$ cat config.mk
export PLATFORM = sky130hd
export DESIGN_NAME = voice_mixer
export DESIGN_NICKNAME = d
export VERILOG_FILES = /design/src/rtl/voice_mixer_pkg.sv /design/src/rtl/voice_mixer_osc.sv /design/src/rtl/voice_mixer.sv
export SDC_FILE = /design/constraint.sdc
export NUM_CORES = 1
export LEC_CHECK = 0
export CORE_MARGIN = 5
export CORE_UTILIZATION = 39
export CTS_CLUSTER_DIAMETER = 80
export DETAILED_ROUTE_END_ITERATION = 8
export HOLD_SLACK_MARGIN = 0.1
export PLACE_DENSITY = 0.54
export SYNTH_ARGS = -nofsm -noshare
export SYNTH_HDL_FRONTEND = slang
export SYNTH_SLANG_ARGS = --single-unit
$ cat constraint.sdc
create_clock -name clk -period 6.18 [get_ports clk]
set_input_delay 0.618 -clock clk [delete_from_list [all_inputs] [get_ports clk]]
set_output_delay 0.618 -clock clk [all_outputs]
set_load 0.05 [all_outputs]
$ cat src/rtl/voice_mixer_pkg.sv
`default_nettype none
// ============================================================================
//  Module      : voice_mixer_pkg
//  Description : Shared types and constants for the voice mixer: waveform
//                select encoding, noise LFSR geometry and the accumulator
//                width helper used to size the mixing sum.
//  Revision    : 1.0 - initial release
// ============================================================================
package voice_mixer_pkg;

    typedef enum logic [1:0] {
        WAVE_SQUARE = 2'd0,
        WAVE_TRI    = 2'd1,
        WAVE_SAW    = 2'd2,
        WAVE_NOISE  = 2'd3
    } wave_e;

    // 15-bit Fibonacci LFSR, polynomial x^15 + x^14 + 1.
    localparam int c_lfsr_w      = 15;
    localparam int c_lfsr_tap_hi = 14;
    localparam int c_lfsr_tap_lo = 13;
    // Channel i is seeded with c_lfsr_seed_base + i so no channel starts at 0.
    localparam int c_lfsr_seed_base = 1;

    // Width that holds the sum of num contributions of (pw+v) bits each.
    function automatic int acc_width(input int pw, input int v, input int num);
        return pw + v + $clog2(num);
    endfunction

endpackage
`default_nettype wire

$ cat src/rtl/voice_mixer_osc.sv
`default_nettype none
// ============================================================================
//  Module      : voice_osc
//  Description : One voice channel. Pitch divider advancing a PW-bit phase,
//                waveform shaping (square / triangle / saw / noise) and
//                linear volume scaling. The contribution is zero while the
//                channel is disabled, and the divider, phase and LFSR sit at
//                their reset values so a re-enabled voice restarts at phase 0.
//  Ports       : clk, rst        - clock, synchronous active-high reset
//                i_tick          - prescaler strobe, advances the divider
//                i_ena           - channel enable
//                i_pitch         - divider terminal count
//                i_wave          - waveform select (wave_e encoding)
//                i_volume        - linear gain, 0 mutes
//                o_contrib       - wave * volume, PW+V bits unsigned
//  Options     : VOICE_MIXER_NOISE_EN builds the noise LFSR; without it the
//                noise selection produces the square wave.
//  Revision    : 1.0 - initial release
// ============================================================================
module voice_osc
    import voice_mixer_pkg::*;
#(
    parameter int C  = 14,
    parameter int PW = 7,
`ifdef VOICE_MIXER_NOISE_EN
    parameter logic [c_lfsr_w-1:0] SEED = 15'd1,
`endif
    parameter int V  = 4
) (
    input  logic            clk,
    input  logic            rst,
    input  logic            i_tick,
    input  logic            i_ena,
    input  logic [C-1:0]    i_pitch,
    input  logic [1:0]      i_wave,
    input  logic [V-1:0]    i_volume,
    output logic [PW+V-1:0] o_contrib
);

    logic [C-1:0]  r_div;
    logic [PW-1:0] r_phase;
    logic [PW-1:0] w_sample;
    logic [PW-1:0] w_square;
    logic [PW-1:0] w_tri;
    logic          w_advance;

    // >= rather than == so a pitch lowered below the running count wraps at
    // the very next tick instead of counting all the way round.
    assign w_advance = i_tick && (r_div >= i_pitch);

    always_ff @(posedge clk) begin
        if (rst || !i_ena) begin
            r_div   <= '0;
            r_phase <= '0;
        end else if (i_tick) begin
            if (w_advance) begin
                r_div   <= '0;
                r_phase <= r_phase + PW'(1);
            end else begin
                r_div   <= r_div + C'(1);
            end
        end
    end

    assign w_square = {PW{r_phase[PW-1]}};
    assign w_tri    = {(r_phase[PW-1] ? ~r_phase[PW-2:0] : r_phase[PW-2:0]), 1'b0};

`ifdef VOICE_MIXER_NOISE_EN
    logic [c_lfsr_w-1:0] r_lfsr;

    always_ff @(posedge clk) begin
        if (rst || !i_ena) begin
            r_lfsr <= SEED;
        end else if (w_advance) begin
            r_lfsr <= {r_lfsr[c_lfsr_w-2:0], r_lfsr[c_lfsr_tap_hi] ^ r_lfsr[c_lfsr_tap_lo]};
        end
    end

    always_comb begin
        w_sample = w_square;
        case (i_wave)
            WAVE_SQUARE: w_sample = w_square;
            WAVE_TRI:    w_sample = w_tri;
            WAVE_SAW:    w_sample = r_phase;
            WAVE_NOISE:  w_sample = r_lfsr[PW-1:0];
            default:     w_sample = w_square;
        endcase
    end
`else
    always_comb begin
        w_sample = w_square;
        case (i_wave)
            WAVE_TRI: w_sample = w_tri;
            WAVE_SAW: w_sample = r_phase;
            default:  w_sample = w_square;
        endcase
    end
`endif

    assign o_contrib = i_ena ? ((PW+V)'(w_sample) * (PW+V)'(i_volume)) : '0;

endmodule
`default_nettype wire

$ cat src/rtl/voice_mixer.sv
`default_nettype none
// ============================================================================
//  Module      : voice_mixer
//  Description : NUM-voice synth mixer. A shared prescaler clocks the voice
//                dividers; a time-multiplexed accumulator adds one channel per
//                clock and, after the last channel, scales the sum into a
//                W-bit unsigned sample with a one-cycle valid strobe.
//  Ports       : clk, rst        - clock, synchronous active-high reset
//                pitches         - channel i pitch at [C*i +: C]
//                channel_ena     - per-channel enable
//                waveforms       - channel i waveform at [2*i +: 2]
//                volumes         - channel i volume at [V*i +: V]
//                audio           - mixed sample, held between strobes
//                sample_valid    - one-cycle pulse when audio updates
//  Options     : VOICE_MIXER_NOISE_EN enables the per-channel noise voice.
//  Revision    : 1.0 - initial release
// ============================================================================
module voice_mixer
    import voice_mixer_pkg::*;
#(
    parameter int NUM = 4,
    parameter int M   = 0,
    parameter int C   = 14,
    parameter int PW  = 7,
    parameter int V   = 4,
    parameter int W   = 12
) (
    input  logic             clk,
    input  logic             rst,
    input  logic [NUM*C-1:0] pitches,
    input  logic [NUM-1:0]   channel_ena,
    input  logic [NUM*2-1:0] waveforms,
    input  logic [NUM*V-1:0] volumes,
    output logic [W-1:0]     audio,
    output logic             sample_valid
);

    localparam int A  = acc_width(PW, V, NUM);
    localparam int KW = (NUM > 1) ? $clog2(NUM) : 1;

    logic                w_tick;
    logic [PW+V-1:0]     w_contrib [NUM];
    logic [PW+V-1:0]     w_sel;
    logic [A-1:0]        w_sum;
    logic [W-1:0]        w_scaled;
    logic                w_last;
    logic [A-1:0]        r_acc;
    logic [KW-1:0]       r_k;
    logic [W-1:0]        r_audio;
    logic                r_valid;

    // Prescaler: tick on the cycle the counter is about to wrap.
    if (M > 0) begin : g_presc
        logic [M-1:0] r_presc;
        always_ff @(posedge clk) begin
            if (rst) begin
                r_presc <= '0;
            end else begin
                r_presc <= r_presc + M'(1);
            end
        end
        assign w_tick = &r_presc;
    end else begin : g_no_presc
        assign w_tick = 1'b1;
    end

    for (genvar i = 0; i < NUM; i++) begin : g_osc
        voice_osc #(
            .C    (C),
            .PW   (PW),
`ifdef VOICE_MIXER_NOISE_EN
            .SEED (c_lfsr_w'(c_lfsr_seed_base + i)),
`endif
            .V    (V)
        ) u_osc (
            .clk       (clk),
            .rst       (rst),
            .i_tick    (w_tick),
            .i_ena     (channel_ena[i]),
            .i_pitch   (pitches[C*i +: C]),
            .i_wave    (waveforms[2*i +: 2]),
            .i_volume  (volumes[V*i +: V]),
            .o_contrib (w_contrib[i])
        );
    end

    always_comb begin
        w_sel = '0;
        for (int i = 0; i < NUM; i++) begin
            if (r_k == KW'(i)) begin
                w_sel = w_contrib[i];
            end
        end
    end

    assign w_sum  = r_acc + A'(w_sel);
    assign w_last = (r_k == KW'(NUM-1));

    // Keep the top W bits of the sum; pad with zeros when the sum is narrower.
    if (A >= W) begin : g_scale_trunc
        assign w_scaled = w_sum[A-1 -: W];
    end else begin : g_scale_pad
        assign w_scaled = {w_sum, {(W-A){1'b0}}};
    end

    always_ff @(posedge clk) begin
        if (rst) begin
            r_acc   <= '0;
            r_k     <= '0;
            r_audio <= '0;
            r_valid <= 1'b0;
        end else if (w_last) begin
            r_acc   <= '0;
            r_k     <= '0;
            r_audio <= w_scaled;
            r_valid <= 1'b1;
        end else begin
            r_acc   <= w_sum;
            r_k     <= r_k + KW'(1);
            r_valid <= 1'b0;
        end
    end

    assign audio        = r_audio;
    assign sample_valid = r_valid;

endmodule
`default_nettype wire
After elaboration in Yosys (flattened, before gate mapping)
Index checks and enable logic that the tools add are counted.
- flip-flop bits (word level): 112
- input port bits: 86
- output and inout bits: 13
- logic and storage cells: 76
- $add $sub $neg: 10
- $mul: 4
- order comparisons: 4
- equality and inequality tests: 11
- multiplexer cells: 17
- bitwise gates (word level): 4
- reductions and logical operators: 14
- operator list (cell ; number):
    $mux W11 ; 8
    $add A14 B1 Y14 const B ; 4
    $ge A14 B14 Y1 ; 4
    $pmux W7 S2 ; 4
    $mul A7 B4 Y11 ; 4
    $add A7 B1 Y7 const B ; 4
    $mux W6 ; 4
    $not A6 Y6 ; 4
    $add A13 B11 Y13 ; 1
    $eq A2 B2 Y1 const B ; 6
    $eq A2 B1 Y1 const B ; 5
    $reduce_or A2 Y1 ; 5
    $logic_not A1 Y1 ; 4
    $logic_or A1 B1 Y1 ; 4
    $add A2 B1 Y2 const B ; 1
    $logic_not A2 Y1 ; 1
    $mux W1 ; 1

Depth between registers and ports, before layout
- depth after elaboration: 10
- depth in mapped cells: 25
- mapped depth without buffers: 25

Hierarchy
Synthesis repeated with hierarchy kept, for this count alone.
- cell total of the unflattened synthesis: 1386
- area total of the unflattened synthesis: 11327.1 µm²
- by module, submodules not included (module ; instances ; cells an instance ; area each (µm²) ; sequential area each (µm²)):
    voice_osc at g_osc[1].u_osc ... ; 3 ; 290 ; 2414.8 ; 420.4
    voice_osc at g_osc[0].u_osc ; 1 ; 292 ; 2321.0 ; 420.4
    voice_mixer ; 1 ; 224 ; 1761.7 ; 560.5

Least setup slack after synthesis
Ideal clock, no wire load.
- path type: input-to-reg
- start: input waveforms[0]
- end: register r_audio[11] (netlist: audio[11])
- library setup time: 0.121 ns
- arrival time: 5.416 ns
- required time: 6.059 ns
- setup slack: 0.643 ns
- stages: 22
- buffers on the path: 1
- cell sequence: inv_1 ha_1 clkbuf_1 o21ai_0 o21a_1 nand2b_1 fa_1 inv_1 fa_1 ha_1 a21oi_1 o2111ai_1 a211oi_1 or4_1 o211ai_1 a221o_1 ha_1 nand3_1 or3_1 a41oi_2 xnor2_1 o21ai_1
- longest elaborated chain between the ends: 9
- elaborated cells between the ends (all ways): 10
- classes of those cells: add/sub (1); mul (1); eq/ne (2); mux (6)
- RTL lines (element ; line ; text):
    start: declaration ; voice_mixer.sv:32 ; input logic [NUM*2-1:0] waveforms,
    $eq A2 B2 Y1 / $eq A2 B1 Y1 (equally long branches) ; voice_mixer_osc.sv:92 ; case (i_wave)
    $pmux W7 S2 (*) ; voice_mixer_osc.sv:92 ;
    $mul A7 B4 Y11 (*) ; voice_mixer_osc.sv:100 ; assign o_contrib = i_ena ? ((PW+V)'(w_sample) * (PW+V)'(i_volume)) : '0;
    $mux W11 (*) ; voice_mixer_osc.sv:100 ;
    $mux W11 (*) (4 in series) ; voice_mixer.sv:90 ; if (r_k == KW'(i)) begin
    $add A13 B11 Y13 (*) ; voice_mixer.sv:96 ; assign w_sum = r_acc + A'(w_sel);
    end signal: assignment ; voice_mixer.sv:115 ; r_audio <= w_scaled;
    end: declaration ; voice_mixer.sv:49 ; logic [W-1:0] r_audio;
Mark *: on every way between the ends. The rest lies on a longest branch, timed or not.
A chain may end at the register's enable or synchronous reset.

Worst setup path after layout
- start: input waveforms[6]
- end: register r_audio[11] (netlist: audio[11])
- longest elaborated chain between the ends: 6
- elaborated cells between the ends (all ways): 7
- classes of those cells: add/sub (1); mul (1); eq/ne (2); mux (3)
- RTL lines (element ; line):
    $eq A2 B2 Y1 / $eq A2 B1 Y1 (equally long branches) ; voice_mixer_osc.sv:92
    $pmux W7 S2 (*) ; voice_mixer_osc.sv:92
    $mul A7 B4 Y11 (*) ; voice_mixer_osc.sv:100
    $mux W11 (*) ; voice_mixer_osc.sv:100
    $mux W11 (*) ; voice_mixer.sv:90
    $add A13 B11 Y13 (*) ; voice_mixer.sv:96
Marks and branches as above.

==> results_dict.tcl <==
set metrics [dict create \
    outcome "finished, final reports clean" \
    synth_area_um2 10600 \
    startpoint "waveforms[6]" \
    hold_viol_final 0 \
    numCtsBuffers 9 \
    vdd_drop_max_mv 0.110 \
    worst_pin_slew_ns 0.893 \
    setup_viol 0 \
    async_reset_ff_share_pct 0 \
    fin_crit_sh_pct 94.1 \
    fin_util_pct 46.9 \
    syn_inst 1303 \
    critPathKind "in2reg" \
    clk_latency_ns 0.36 \
    start_kind "input pin" \
    post_cts_buffers 0 \
    cts.sinks 112 \
    drv_slew 0 \
    grt_usage_pct 15.9 \
    place_ws_ns -0.152 \
    fillers 2717 \
    worst_slack_ns 0.364 \
    synth_area_leaders "dfxtp_1 (21%), ha_1 (18%), fa_1 (7.8%), inv_1 (5.4%), nor2_1 (4.4%)" \
    drive_gt1_share_pct 6.34 \
    powerDensity_nw_per_um2 119 \
    cts_tree "yes" \
    rows 60 \
    h-tree-depth 3 \
    io_buffer_count 98 \
    rsz0062_at_grt "no" \
    firstDrtPassIters 4 \
    slew-limit-headroom_pct 40.5 \
    drc_errors 0 \
    required_ns 6.41 \
    vias_per_cell 4.99 \
    p_leak_nw 5.70 \
    synth_edf_count 0 \
    grt_pass1_vias 8839 \
    fin_nets 1721 \
    dp.cells 1776 \
    grt_max_degree 22 \
    synth_cell_type_count 63 \
    start_util_pct 39.4 \
    synth.largest_area_cell "dfxtp_1" \
    dpl.hpwl_um 19600 \
    tns_ns 0 \
    hold_start "r_k[0]$_SDFF_PP0_" \
    clockBufferDepth 2 \
    syn2layout_area_growth_pct 19.1 \
    die_x_um 175 \
    syn_nets 1578 \
    num_io_pins 99 \
    max_freq_ghz 0.172 \
    yosysTopAreaCellShare_pct 21.2 \
    wl_um 24100 \
    final.setup_skew_ns 0.0161 \
    yosysSeqAreaShare_pct 21.2 \
    drtIter0Drc 361 \
    gp_routability_congestion 0.837 \
    overflow 0 \
    yosys_warnings 0 \
    cp.arrival_ns 6.05 \
    wl_per_cell_um 13.5 \
    ant_nets 0 \
    cp-end-kind "register" \
    period_minus_slack_ns 5.82 \
    timing.rr.start "g_osc[1].u_osc.r_phase[6]$_SDFFE_PP0P_" \
    final_cells 1792 \
    n_antenna_cell 0 \
    rrSetupSlack_ns 0.86 \
    hp-class "reg2reg" \
    path_max_fanout 12 \
    synth_seq_cells 112 \
    antenna_found_initial 0 \
    clkTransAtPathRegs_ns 0.08 \
    die_h_um 175 \
    vias 8938 \
    coreArea_um2 26800 \
    root_buffer "clkbuf_16" \
    cap_violations 0 \
    die_area_um2 30500 \
    grt_pass1_wl_um 41400 \
    avgSynthCellArea_um2 8.10 \
    synth_ff_type "dfxtp_1" \
    worst_hold_slack_ns 0.470 \
]
==> timing repair <==
| item | in CTS | in global routing |
|---|---|---|
| hold buffers | 0 | 0 |
| endpoints found under the setup margin | 0 | 5 |
| endpoints found under the hold margin | 0 | 0 |
| gates resized for setup | 0 | 5 |
==> sequential cells by signal, indices dropped and copies added (netlist names) <==
signal and flops:
g_osc.u_osc.r_div 56, g_osc.u_osc.r_phase 28, r_acc 13, audio 12, r_k 2, sample_valid 1
==> worst max-delay path, cell delays in order <==
cell and delay, ns:
clkdlybuf4s50_1 0.48, inv_1 0.05, ha_1 0.45, o21ai_0 0.14, o21a_1 0.15, nand2b_1 0.17
fa_1 0.51, fa_1 0.59, inv_1 0.05, ha_1 0.28, a21oi_1 0.18, o21ai_0 0.16
a2111oi_2 0.34, nor3_1 0.10, xor2_1 0.16, a221o_1 0.36, ha_1 0.31, nand3_1 0.09
or3_1 0.39, a41oi_2 0.19, xnor2_1 0.16, o21ai_1 0.09
==> Yosys cell counts, types with 3 or more instances <==
cell / instances
o22a_1: 3
and4_1: 5
a21o_1: 12
a211oi_1: 10
o211ai_1: 7
nand4_1: 15
nand3_1: 44
a221o_1: 3
inv_1: 153
o31ai_1: 4
o22ai_1: 4
nand2_1: 84
or3_1: 24
buf_6: 4
or4_1: 3
o221ai_1: 3
mux2i_1: 10
and3_1: 12
nand2b_1: 22
o21bai_1: 3
nor2_1: 123
ha_1: 148
nor2b_1: 72
o41ai_1: 3
xnor2_1: 36
fa_1: 41
a22oi_1: 28
o21ai_0: 88
a31oi_1: 5
a21oi_1: 49
and2_1: 37
nor3_1: 7
clkbuf_1: 15
o21ai_1: 3
o2111ai_1: 4
dfxtp_1: 112
o21a_1: 25
xor2_1: 48
==> kinds of logic after synthesis <==
group | Yosys count | share of synthesized area (%)
and+or+nand+nor | 459 | 22.0
AOI/OAI and AO/OA | 271 | 16.8
adders and majority gates | 189 | 25.3
buffers and inverters | 178 | 6.71
DFF | 112 | 21.2
xor gates and xnor gates | 84 | 6.97
muxes | 10 | 0.948
==> cell usage in the layout (no fill, tap or decap), types with 4 or more instances in the layout <==
master	netlist	final
nor2b_1	72	72
clkdlybuf4s50_1	0	98
o21ai_0	88	88
o211ai_1	7	7
o21a_1	25	25
nand3_1	44	44
a22oi_1	28	28
nor2_1	123	123
nor3_1	7	7
and4_1	5	5
clkbuf_16	0	9
o2111ai_1	4	4
mux2i_1	10	10
and3_1	12	12
dfxtp_1	112	112
fa_1	41	41
a211oi_1	10	10
nand2b_1	22	22
o31ai_1	4	4
and2_1	37	37
a31oi_1	5	5
nand2_1	84	84
a21o_1	12	12
nand4_1	15	15
or3_1	24	24
buf_4	2	59
a21oi_1	49	49
inv_1	153	153
ha_1	148	146
o22ai_1	4	4
xnor2_1	36	36
xor2_1	48	48
==> layout make-up <==
type                    count  area [um^2]  share of cell area (%)
clock buffers              10          229                    1.82
clock inverters             6         52.6                   0.418
inverters                 153          574                    4.57
multi-input cells        1013         7620                    60.6
flip-flops and latches    112         2240                    17.8
well taps                 341          427                    3.39
repair buffers            157         1420                    11.3
==> metal layers <==
layer / global-route usage, % / part of all wire [%]
met5: 0 / 0
met1: 21.3 / 49
met2: 26.9 / 46
met3: 2.70 / 3.5
met4: 3.21 / 1.2
==> where the power goes <==
group	internal [mW]	leakage, nW	switching (mW)	total [mW]
registers	0.726	0.904	0.00526	0.731
logic	0.0920	4.66	0.0917	0.184
clock network	0.281	0.136	0.296	0.577
total	1.10	5.70	0.393	1.49
==> stage by stage <==
stage,power (mW),cell area (um^2)
after global placement,0.931,12300
after floorplan,0.837,10600
after global routing,1.57,12600
after detailed placement,0.933,12300
after CTS,1.52,12600
final,1.49,12600
==> path summary, 6_finish.rpt <==
kind | end | depth (start not counted)
worst min register to register | r_k[0]$_SDFF_PP0_ | 1
worst max-delay path | audio[11]$_SDFFE_PP0P_ | 22
worst max register to register | audio[7]$_SDFFE_PP0P_ | 22
worst min-delay path | r_k[0]$_SDFF_PP0_ | 1
Note: power is estimated with default switching activity, not from simulation.
